$ cat config.mk
export PLATFORM = sky130hd
export DESIGN_NAME = pipe_hazard_ctrl
export DESIGN_NICKNAME = d
export VERILOG_FILES = /design/src/rtl/pipe_hazard_ctrl_pkg.sv /design/src/rtl/pipe_hazard_ctrl_fwd.sv /design/src/rtl/pipe_hazard_ctrl.sv
export SDC_FILE = /design/constraint.sdc
export NUM_CORES = 1
export LEC_CHECK = 0
export ABC_AREA = 1
export CAP_MARGIN = 0
export CELL_PAD_IN_SITES_DETAIL_PLACEMENT = 1
export CELL_PAD_IN_SITES_GLOBAL_PLACEMENT = 1
export CORE_MARGIN = 4
export CORE_UTILIZATION = 31
export DETAILED_ROUTE_END_ITERATION = 7
export PLACE_DENSITY_LB_ADDON = 0.1
export SKIP_CTS_REPAIR_TIMING = 1
export SYNTH_ARGS = -nofsm -noshare
export SYNTH_HDL_FRONTEND = slang
export SYNTH_SLANG_ARGS = --single-unit
export TNS_END_PERCENT = 20
$ cat constraint.sdc
create_clock -name clk -period 1.63 [get_ports clk]
set_clock_uncertainty 0.15 [all_clocks]
set_input_delay 0.326 -clock clk [delete_from_list [all_inputs] [get_ports clk]]
set_output_delay 0.326 -clock clk [all_outputs]
set_load 0.05 [all_outputs]
$ cat src/rtl/pipe_hazard_ctrl_pkg.sv
// Shared definitions for the pipeline hazard controller.
// Provides the forwarding-select encoding used on fwd_a_ctrl/fwd_b_ctrl
// and the controller state encoding exported on the state port.
package pipe_hazard_ctrl_pkg;

  // Operand source selects for the ID-stage forwarding muxes.
  localparam logic [1:0] FwdRf      = 2'd0;  // register file
  localparam logic [1:0] FwdExeAlu  = 2'd1;  // EXE ALU result
  localparam logic [1:0] FwdMemAlu  = 2'd2;  // ALU result now in MEM
  localparam logic [1:0] FwdMemLoad = 2'd3;  // load data returned in MEM

  typedef enum logic [1:0] {
    StRun     = 2'd0,
    StMemWait = 2'd1,
    StHalt    = 2'd2
  } state_e;

endpackage

$ cat src/rtl/pipe_hazard_ctrl_fwd.sv
// Combinational forwarding and load-use detection for the ID stage.
// Ports:
//   id_*            register-use info of the instruction in ID
//   exe_*, mem_*    write-back info of the instructions in EXE and MEM
//   fwd_a_ctrl/b    operand source selects for rs/rt
//   fwd_m           forward MEM load data into the store data of EXE
//   load_stall      ID must hold one cycle behind a load in EXE
module pipe_hazard_ctrl_fwd
  import pipe_hazard_ctrl_pkg::*;
#(
  parameter int unsigned REG_AW = 5
) (
  input  logic [REG_AW-1:0] id_rs_addr,
  input  logic [REG_AW-1:0] id_rt_addr,
  input  logic              id_rs_used,
  input  logic              id_rt_used,
  input  logic              id_is_store,
  input  logic              exe_wb_wen,
  input  logic [REG_AW-1:0] exe_regw_addr,
  input  logic              exe_is_load,
  input  logic              mem_wb_wen,
  input  logic [REG_AW-1:0] mem_regw_addr,
  input  logic              mem_is_load,
  output logic [1:0]        fwd_a_ctrl,
  output logic [1:0]        fwd_b_ctrl,
  output logic              fwd_m,
  output logic              load_stall
);

  logic exe_hit_rs, exe_hit_rt, mem_hit_rs, mem_hit_rt;

  // r0 is hard-wired zero, so a write to it never produces a hazard.
  assign exe_hit_rs = exe_wb_wen && (exe_regw_addr == id_rs_addr) && (id_rs_addr != '0);
  assign exe_hit_rt = exe_wb_wen && (exe_regw_addr == id_rt_addr) && (id_rt_addr != '0);
  assign mem_hit_rs = mem_wb_wen && (mem_regw_addr == id_rs_addr) && (id_rs_addr != '0);
  assign mem_hit_rt = mem_wb_wen && (mem_regw_addr == id_rt_addr) && (id_rt_addr != '0);

  // The youngest producer (EXE) wins over MEM.
  always_comb begin
    fwd_a_ctrl = FwdRf;
    if (exe_hit_rs) begin
      fwd_a_ctrl = FwdExeAlu;
    end else if (mem_hit_rs) begin
      fwd_a_ctrl = mem_is_load ? FwdMemLoad : FwdMemAlu;
    end

    fwd_b_ctrl = FwdRf;
    if (exe_hit_rt) begin
      fwd_b_ctrl = FwdExeAlu;
    end else if (mem_hit_rt) begin
      fwd_b_ctrl = mem_is_load ? FwdMemLoad : FwdMemAlu;
    end
  end

  // A store only needs rt as data in MEM, so a load feeding it is bypassed
  // one stage later instead of stalling.
  assign fwd_m = id_is_store && id_rt_used && exe_is_load && exe_hit_rt;

  assign load_stall = exe_is_load &&
                      ((id_rs_used && exe_hit_rs) ||
                       (id_rt_used && exe_hit_rt && !id_is_store));

endmodule

$ cat src/rtl/pipe_hazard_ctrl.sv
// Hazard and pipeline-control unit for the 5-stage MIPS core.
// Ports:
//   clk, rst                 clock, synchronous active-high reset
//   id_*, exe_*, mem_*       decoded register-use and write-back info
//   mem_req, mem_ready       MEM-stage access handshake
//   debug_en, debug_step     debug halt and single-step (rising edge)
//   *_en, *_rst              per-stage enables and synchronous clears
//   fwd_a_ctrl/b, fwd_m      forwarding selects
//   state                    0 run, 1 memory wait, 2 halt
//   mem_timeout              sticky memory-wait timeout
//   stall_cycles             saturating count of cycles with ID held
module pipe_hazard_ctrl
  import pipe_hazard_ctrl_pkg::*;
#(
  parameter int unsigned REG_AW   = 5,
  parameter int unsigned WAIT_MAX = 255,
  parameter int unsigned CNT_W    = 16
) (
  input  logic              clk,
  input  logic              rst,
  input  logic [REG_AW-1:0] id_rs_addr,
  input  logic [REG_AW-1:0] id_rt_addr,
  input  logic              id_rs_used,
  input  logic              id_rt_used,
  input  logic              id_is_store,
  input  logic              id_redirect,
  input  logic              exe_wb_wen,
  input  logic [REG_AW-1:0] exe_regw_addr,
  input  logic              exe_is_load,
  input  logic              mem_wb_wen,
  input  logic [REG_AW-1:0] mem_regw_addr,
  input  logic              mem_is_load,
  input  logic              mem_req,
  input  logic              mem_ready,
  input  logic              debug_en,
  input  logic              debug_step,
  output logic              if_en,
  output logic              id_en,
  output logic              exe_en,
  output logic              mem_en,
  output logic              wb_en,
  output logic              if_rst,
  output logic              id_rst,
  output logic              exe_rst,
  output logic              mem_rst,
  output logic              wb_rst,
  output logic [1:0]        fwd_a_ctrl,
  output logic [1:0]        fwd_b_ctrl,
  output logic              fwd_m,
  output logic [1:0]        state,
  output logic              mem_timeout,
  output logic [CNT_W-1:0]  stall_cycles
);

  localparam logic [CNT_W-1:0] WaitMaxC = CNT_W'(WAIT_MAX);
  localparam logic [CNT_W-1:0] OneC     = CNT_W'(1);

  state_e           state_q, state_d;
  logic [CNT_W-1:0] wait_cnt_q, wait_cnt_d;
  logic [CNT_W-1:0] stall_q, stall_d;
  logic             timeout_q, timeout_d;
  logic             step_prev_q;

  logic load_stall;
  logic step;
  logic wait_active;
  logic halted;

  pipe_hazard_ctrl_fwd #(
    .REG_AW(REG_AW)
  ) u_fwd (
    .id_rs_addr   (id_rs_addr),
    .id_rt_addr   (id_rt_addr),
    .id_rs_used   (id_rs_used),
    .id_rt_used   (id_rt_used),
    .id_is_store  (id_is_store),
    .exe_wb_wen   (exe_wb_wen),
    .exe_regw_addr(exe_regw_addr),
    .exe_is_load  (exe_is_load),
    .mem_wb_wen   (mem_wb_wen),
    .mem_regw_addr(mem_regw_addr),
    .mem_is_load  (mem_is_load),
    .fwd_a_ctrl   (fwd_a_ctrl),
    .fwd_b_ctrl   (fwd_b_ctrl),
    .fwd_m        (fwd_m),
    .load_stall   (load_stall)
  );

  assign step = debug_step && !step_prev_q;

  // While halted the pipe is frozen, so a pending access only counts as a
  // wait in the cycle a step lets it advance.
  assign wait_active = mem_req && !mem_ready && ((state_q != StHalt) || step);
  assign halted      = (state_q == StHalt) && !step;

  // State register and counters.
  always_ff @(posedge clk) begin
    if (rst) begin
      state_q     <= StRun;
      wait_cnt_q  <= '0;
      stall_q     <= '0;
      timeout_q   <= 1'b0;
      step_prev_q <= 1'b0;
    end else begin
      state_q     <= state_d;
      wait_cnt_q  <= wait_cnt_d;
      stall_q     <= stall_d;
      timeout_q   <= timeout_d;
      step_prev_q <= debug_step;
    end
  end

  // Next-state logic.
  always_comb begin
    state_d = state_q;
    unique case (state_q)
      StRun: begin
        if (wait_active) begin
          state_d = StMemWait;
        end else if (debug_en) begin
          state_d = StHalt;
        end
      end
      StMemWait: begin
        if (!wait_active) begin
          state_d = debug_en ? StHalt : StRun;
        end
      end
      StHalt: begin
        if (wait_active) begin
          state_d = StMemWait;
        end else if (!debug_en) begin
          state_d = StRun;
        end
      end
      default: state_d = StRun;
    endcase
  end

  // Stage enables and clears, highest priority first.
  always_comb begin
    if_en   = 1'b1;
    id_en   = 1'b1;
    exe_en  = 1'b1;
    mem_en  = 1'b1;
    wb_en   = 1'b1;
    if_rst  = 1'b0;
    id_rst  = 1'b0;
    exe_rst = 1'b0;
    mem_rst = 1'b0;
    wb_rst  = 1'b0;
    if (rst) begin
      if_rst  = 1'b1;
      id_rst  = 1'b1;
      exe_rst = 1'b1;
      mem_rst = 1'b1;
      wb_rst  = 1'b1;
    end else if (wait_active) begin
      if_en  = 1'b0;
      id_en  = 1'b0;
      exe_en = 1'b0;
      mem_en = 1'b0;
      wb_rst = 1'b1;
    end else if (halted) begin
      if_en  = 1'b0;
      id_en  = 1'b0;
      exe_en = 1'b0;
      mem_en = 1'b0;
      wb_en  = 1'b0;
    end else if (load_stall) begin
      // Any redirect is dropped; the branch re-resolves once the stall clears.
      if_en   = 1'b0;
      id_en   = 1'b0;
      exe_rst = 1'b1;
    end else if (id_redirect) begin
      id_rst = 1'b1;
    end
  end

  // Counter next-state.
  always_comb begin
    wait_cnt_d = '0;
    if (wait_active) begin
      wait_cnt_d = (wait_cnt_q == '1) ? wait_cnt_q : wait_cnt_q + OneC;
    end
    timeout_d = timeout_q || (wait_active && (wait_cnt_d >= WaitMaxC));
    stall_d   = stall_q;
    if (!id_en && (stall_q != '1)) begin
      stall_d = stall_q + OneC;
    end
  end

  assign state        = state_q;
  assign mem_timeout  = timeout_q;
  assign stall_cycles = stall_q;

endmodule

### Yosys cells after proc, flatten, opt, wreduce, memory -nomap -nowiden

Index checks and enable logic that the tools add are counted.

* register bits after elaboration: 36
* input bits: 34
* output and inout bits: 34
* logic and storage cells: 88

* $add $sub $neg: 2
* order comparisons: 1
* equality and inequality tests: 12
* muxes and demuxes: 35
* reduce and logical (&&, ||, !) cells: 33

Operators with widths (count)
* $add 16x1->16 const B: 2
* $mux 16: 2
* $mux 1: 22
* $logic_and 1x1->1: 21
* $eq 5x5->1: 4
* $mux 2: 10
* $eq 16x16->1 const B: 1
* $ge 16x8->1 const B: 1
* $ne 16x16->1 const B: 1
* $reduce_bool 5->1: 2
* $ne 3x3->1 const B: 2
* $pmux 2 s3: 1
* $logic_not 1->1: 5
* $ne 2x2->1 const B: 2
* $logic_or 1x1->1: 3
* $reduce_and 3->1: 1
* $eq 2x1->1 const B: 1
* $eq 2x2->1 const B: 1
* $logic_not 2->1: 1

### Depth between registers and ports, before layout

* depth after elaboration: 13
* gate-level depth with buffers: 14
* gate-level depth less buffers: 14

### Cells and area by module

From an unflattened synthesis, not the netlist that was laid out.

* cells, all modules: 427
* area total of the unflattened synthesis: 2555.0 um^2

By module, submodules not included
* pipe_hazard_ctrl: times used 1, cells each 327, area an instance 2100.8 um^2, seq. area each 720.7 um^2
* pipe_hazard_ctrl_fwd: times used 1, cells each 100, area an instance 454.2 um^2, seq. area each 0.0 um^2

### Worst setup path after synthesis

No wires, ideal clock.

* path type: register to output
* from: register state_q[0], in the netlist state[0]
* to: output exe_rst
* arrival time: 2246 ps
* slack: -1092 ps
* stages on the path, launching flop included: 5
* path through: dfxtp_1 > nor2_1 > a21oi_1 > inv_1 > o21ai_0

* cells in the longest elaborated chain, start to end: 5
* elaborated cells on any way between the ends: 8
* classes of those cells: eq/ne (2); mux (3); reduce/logical (3)

Ends and longest elaborated chain
* from (decl): RTL line pipe_hazard_ctrl.sv:58 `state_e state_q, state_d;`
* from (signal assigned): RTL line pipe_hazard_ctrl.sv:99 `state_q <= StRun;`
* from (signal assigned): RTL line pipe_hazard_ctrl.sv:105 `state_q <= state_d;`
* $eq 2x2->1 / $ne 2x2->1 (equally long branches): RTL line pipe_hazard_ctrl.sv:94, pipe_hazard_ctrl.sv:93
* $logic_and 1x1->1 / $logic_or 1x1->1 (equally long branches): RTL line pipe_hazard_ctrl.sv:94, pipe_hazard_ctrl.sv:93
* $mux 1 / $logic_and 1x1->1 (equally long branches): RTL line pipe_hazard_ctrl.sv:164, pipe_hazard_ctrl.sv:93
* $mux 1 (*): RTL line pipe_hazard_ctrl.sv:158 `end else if (wait_active) begin`
* $mux 1 (*): RTL line pipe_hazard_ctrl.sv:152 `if (rst) begin`
* to (decl): RTL line pipe_hazard_ctrl.sv:44 `output logic exe_rst,`

Mark *: on every way between the ends. The rest lies on a longest branch, timed or not.

### Final worst setup path

* from: input exe_regw_addr[3]
* to: output exe_rst

* cells in the longest elaborated chain, start to end: 11
* elaborated cells on any way between the ends: 15
* classes of those cells: eq/ne (2); mux (4); reduce/logical (9)

Ends and longest elaborated chain
* from (decl): RTL line pipe_hazard_ctrl.sv:28 `input logic [REG_AW-1:0] exe_regw_addr,`
* $eq 5x5->1: RTL line pipe_hazard_ctrl_fwd.sv:34 `assign exe_hit_rt = exe_wb_wen && (exe_regw_addr == id_rt_addr) && (id_rt_addr != '0);`
* $logic_and 1x1->1 (2 in series): RTL line pipe_hazard_ctrl_fwd.sv:34
* $logic_and 1x1->1 (2 in series): RTL line pipe_hazard_ctrl_fwd.sv:61 `(id_rt_used && exe_hit_rt && !id_is_store));`
* $logic_or 1x1->1 (*): RTL line pipe_hazard_ctrl_fwd.sv:60 `((id_rs_used && exe_hit_rs) ||`
* $logic_and 1x1->1 (*): RTL line pipe_hazard_ctrl_fwd.sv:59 `assign load_stall = exe_is_load &&`
* $mux 1 (*): RTL line pipe_hazard_ctrl.sv:170 `end else if (load_stall) begin`
* $mux 1 (*): RTL line pipe_hazard_ctrl.sv:164 `end else if (halted) begin`
* $mux 1 (*): RTL line pipe_hazard_ctrl.sv:158
* $mux 1 (*): RTL line pipe_hazard_ctrl.sv:152

Marked as above.

==> impl_metrics.yaml <==
status:
  status: "finished, violations left"
  violations_in_the_final_reports: "setup timing"
synthesis:
  synth-simple-area-share: 0.4380
  fraction_of_synthesized_cell_area_in_xor_and_xnor_cells: 0.07623
  mappedNetlistArea_sq_um: 2643
  synth.area.mux_share: 0
  synth_top_cell_area_share: 0.2727
  yosys.area.top_type: "dfxtp_1"
  yosys.area_share.adder: 0.009470
  synth-warning-count: 0
  main_combinational_cell_family_by_area_after_synthesis: "simple AND/OR/NAND/NOR gates"
  post_synth_main_area_contributors: "dfxtp_1 27%, nand2_1 15%, nor2_1 7.8%"
  postSynthNetCount: 443
  netlist_instances: 407
  yosys.cell_types.count: 37
  synthesis.area_per_instance_sq_um: 6.493
  synth.yosys.seq_area_share: 0.2727
  synth_compound_area_frac: 0.09280
  flip_flop_and_latch_count_after_synthesis: 36
grt:
  grt_use_total: 0.2024
  grt_overflow: 0
  grt_max_degree: 25
  grt_pass1_vias: 3487
  wire_length_of_the_first_global_routing_pass_um: 16630
  antenna_violations_before_repair: 0
setup_path:
  critical_path_arrival_ps: 1550
  crit_chain: "buf_4, inv_2, a21boi_2, nand2_1, nor2_2, nand4_1, nand2_1, nand2_2, buf_4, o21ai_4, buf_12"
  cp_max_fo: 3
  r2r_start: "wait_cnt_q[5]"
  cp-end-kind: "output port"
  crit_path_top_delay_cell: "buf_4"
  setup.reg_to_reg.worst_slack_ps: -190
  rr_endpoint: "mem_timeout"
  worst_ep_required_time_ps: 1150
  path_depth_of_the_worst_reg2reg_path: 12
  startpoint_type: "input pin"
  criticalPathCategory: "input pin to output port"
  largest_stage_delay_worst_path_ps: 150
place:
  placed_cells: 654
  io_buffer_count: 67
  dpl_cell_area_sq_um: 4518
  gp_weighted_congestion: 0.8037
  dp.final_hpwl_um: 7941
layout:
  layout-drive-gt1-share: 0.5036
  design_area_sq_um: 4881
  area.growth.synth_to_final_pct: 84.71
  antenna_cells: 0
  final_cell_count_no_fill: 667
  layout.core_utilization: 0.5911
  finish.net_count: 597
  final.fill_count: 1012
sta:
  finalWorstSetupSlack_ps: -397.9
  max_slew.worst_pin.slew_ps: 426.0
  max-slew-margin-rel: 0.7138
  hold_viol: 0
  rsz0062_at_grt: "yes"
  max_freq_mhz: 493.1
  finalCriticalPeriod_ps: 2028
  setup_viol_count_final: 29
  timing.final.crit_share: 1.244
  slew_violations: 0
pwr:
  p_clk_frac: 0.299
  switchingPower_w: 0.0007020
  comb_power_share: 0.296
  peakVddDrop_v: 0.0003463
  p_int_w: 0.001492
  switching_share: 0.3199
  power_frac_seq: 0.405
  p_leak_nw: 2.202
  powerDensity_nw_per_um2: 449.6
  design_power_total_w: 0.002194
worst_hold_path:
  worstHoldPathType: "input pin to flip-flop"
  worst_hold_path.endpoint: "step_prev_q"
  number_of_cells_on_the_worst_hold_path: 4
  hold_path.startpoint: "debug_step"
floorplan:
  starting_density_of_the_core: 0.3200
  fp.dieW_um: 100.3
  io-pin-count: 68
  floorplan.rows: 33
  core_area_sq_um: 8258
  die_y_um: 100.3
  floorplan.die_area_sq_um: 10070
cts:
  cts.path.max_buffers: 2
  cts.htree.levels: 2
  clk_latency_ps: 290
  cts_root_buffer: "clkbuf_8"
  clk_pin_slew_worst_paths_ps: 80
  cts_inserted_buffers: 5
  clock_tree_from_tritoncts: "built"
  tritoncts_num_sinks: 36
drt:
  first_pass_iters: 4
  via_per_instance_ratio: 4.904
  finalWirelength_um: 10360
  dr.first_iter.drc_count: 105
  drc_violation_count_after_routing: 0
  avgRoutedWirePerCell_um: 15.54
  via_count: 3271
  ant_nets: 0
run:
  max_cap_violations: 0
routing by layer:
| layer | routed length (um) | part of all wire | up-vias | track usage |
|---|---|---|---|---|
| met5 | 0 | 0 | - | 0 |
| met3 | 334 | 0.032 | 13 | 0.03058 |
| met4 | 129 | 0.012 | 0 | 0.03834 |
| met1 | 4362 | 0.42 | 1590 | 0.2512 |
| met2 | 5536 | 0.53 | 66 | 0.3705 |
| li1 | - | - | 1602 | - |
stage by stage:
stage | hold WS, ps | worst slack, ps | setup TNS [ps]
global placement | 321.1 | -773.2 | -24930
detailed placement | 339.0 | -886.8 | -28260
CTS | 350.6 | -905.9 | -19300
global route | 252.9 | -464.6 | -7568
floorplan | 287.1 | -230.7 | -3274
finish | 232.4 | -397.9 | -4751
Yosys cell counts (all sizes together):
master,count
nor4,1
ha,2
nor3,7
nand2,121
nand3,30
a21oi,17
dfxtp,36
o21ai,10
clkbuf,5
buf,9
or2,1
nor2,62
o2111ai,2
a21boi,1
inv,51
o22ai,1
nand3b,3
xor2,18
xnor2,5
o211ai,1
o21a,2
o2111a,1
o21bai,2
nand4,19
cell type report:
cell class / instances / area [sq um] / area share
inverter: 51 / 201.4 / 0.04127
clock inverter: 1 / 8.758 / 0.001794
multi-input combinational: 306 / 1934 / 0.3963
timing repair buffer: 161 / 1763 / 0.3612
sequential: 36 / 765.7 / 0.1569
tap: 105 / 131.4 / 0.02692
clock buffer: 7 / 76.32 / 0.01564
placed cells by master, fill, tap and decap left out, types with 12 or more instances in the layout:
cell | synthesis | final
nand2_1 | 105 | 96
buf_4 | 6 | 89
nor2_1 | 55 | 43
buf_12 | 0 | 37
inv_1 | 45 | 30
nand3_1 | 25 | 23
nand4_1 | 19 | 19
dfxtp_2 | 0 | 18
inv_2 | 6 | 17
xor2_1 | 18 | 17
nand2_2 | 14 | 17
nor2_2 | 4 | 12
dfxtp_1 | 36 | 12
state kept, by name, indices dropped and copies added, names as in the netlist:
name	flops
stall_cycles	16
mem_timeout	1
state	2
step_prev_q	1
wait_cnt_q	16
worst max-delay path by stage:
stage,startpoint,endpoint,cells after the start,slack [ps]
floorplan,mem_regw_addr[3],fwd_a_ctrl[1],5,-230
global placement,exe_regw_addr[3],id_rst,12,-770
detailed placement,id_rt_addr[1],exe_rst,11,-890
CTS,id_rt_addr[1],exe_rst,11,-910
global route,exe_regw_addr[3],id_rst,12,-460
finish,exe_regw_addr[3],exe_rst,11,-400
critical path: cells and delay by family:
kind                   cells  cell delay (ps)
AO/OA/AOI/OAI              2              270
AND/OR/NAND/NOR            5              500
buffers and inverters      4              440
kinds of logic after synthesis:
family / after synthesis
DFF: 36
AOI/OAI and AO/OA: 37
xor gates and xnor gates: 23
adders and majority gates: 2
buffers and inverters: 65
and+or+nand+nor: 244
power by group through the flow:
stage	clock network [W]	registers (W)	logic, W
after floorplan	0	0.000932	0.000255
after global placement	0	0.000908	0.000570
after detailed placement	0	0.000909	0.000587
after CTS	0.000672	0.000889	0.000592
after global routing	0.000714	0.000891	0.000687
final	0.000656	0.000889	0.000649
(Power assumes the default switching activity.)
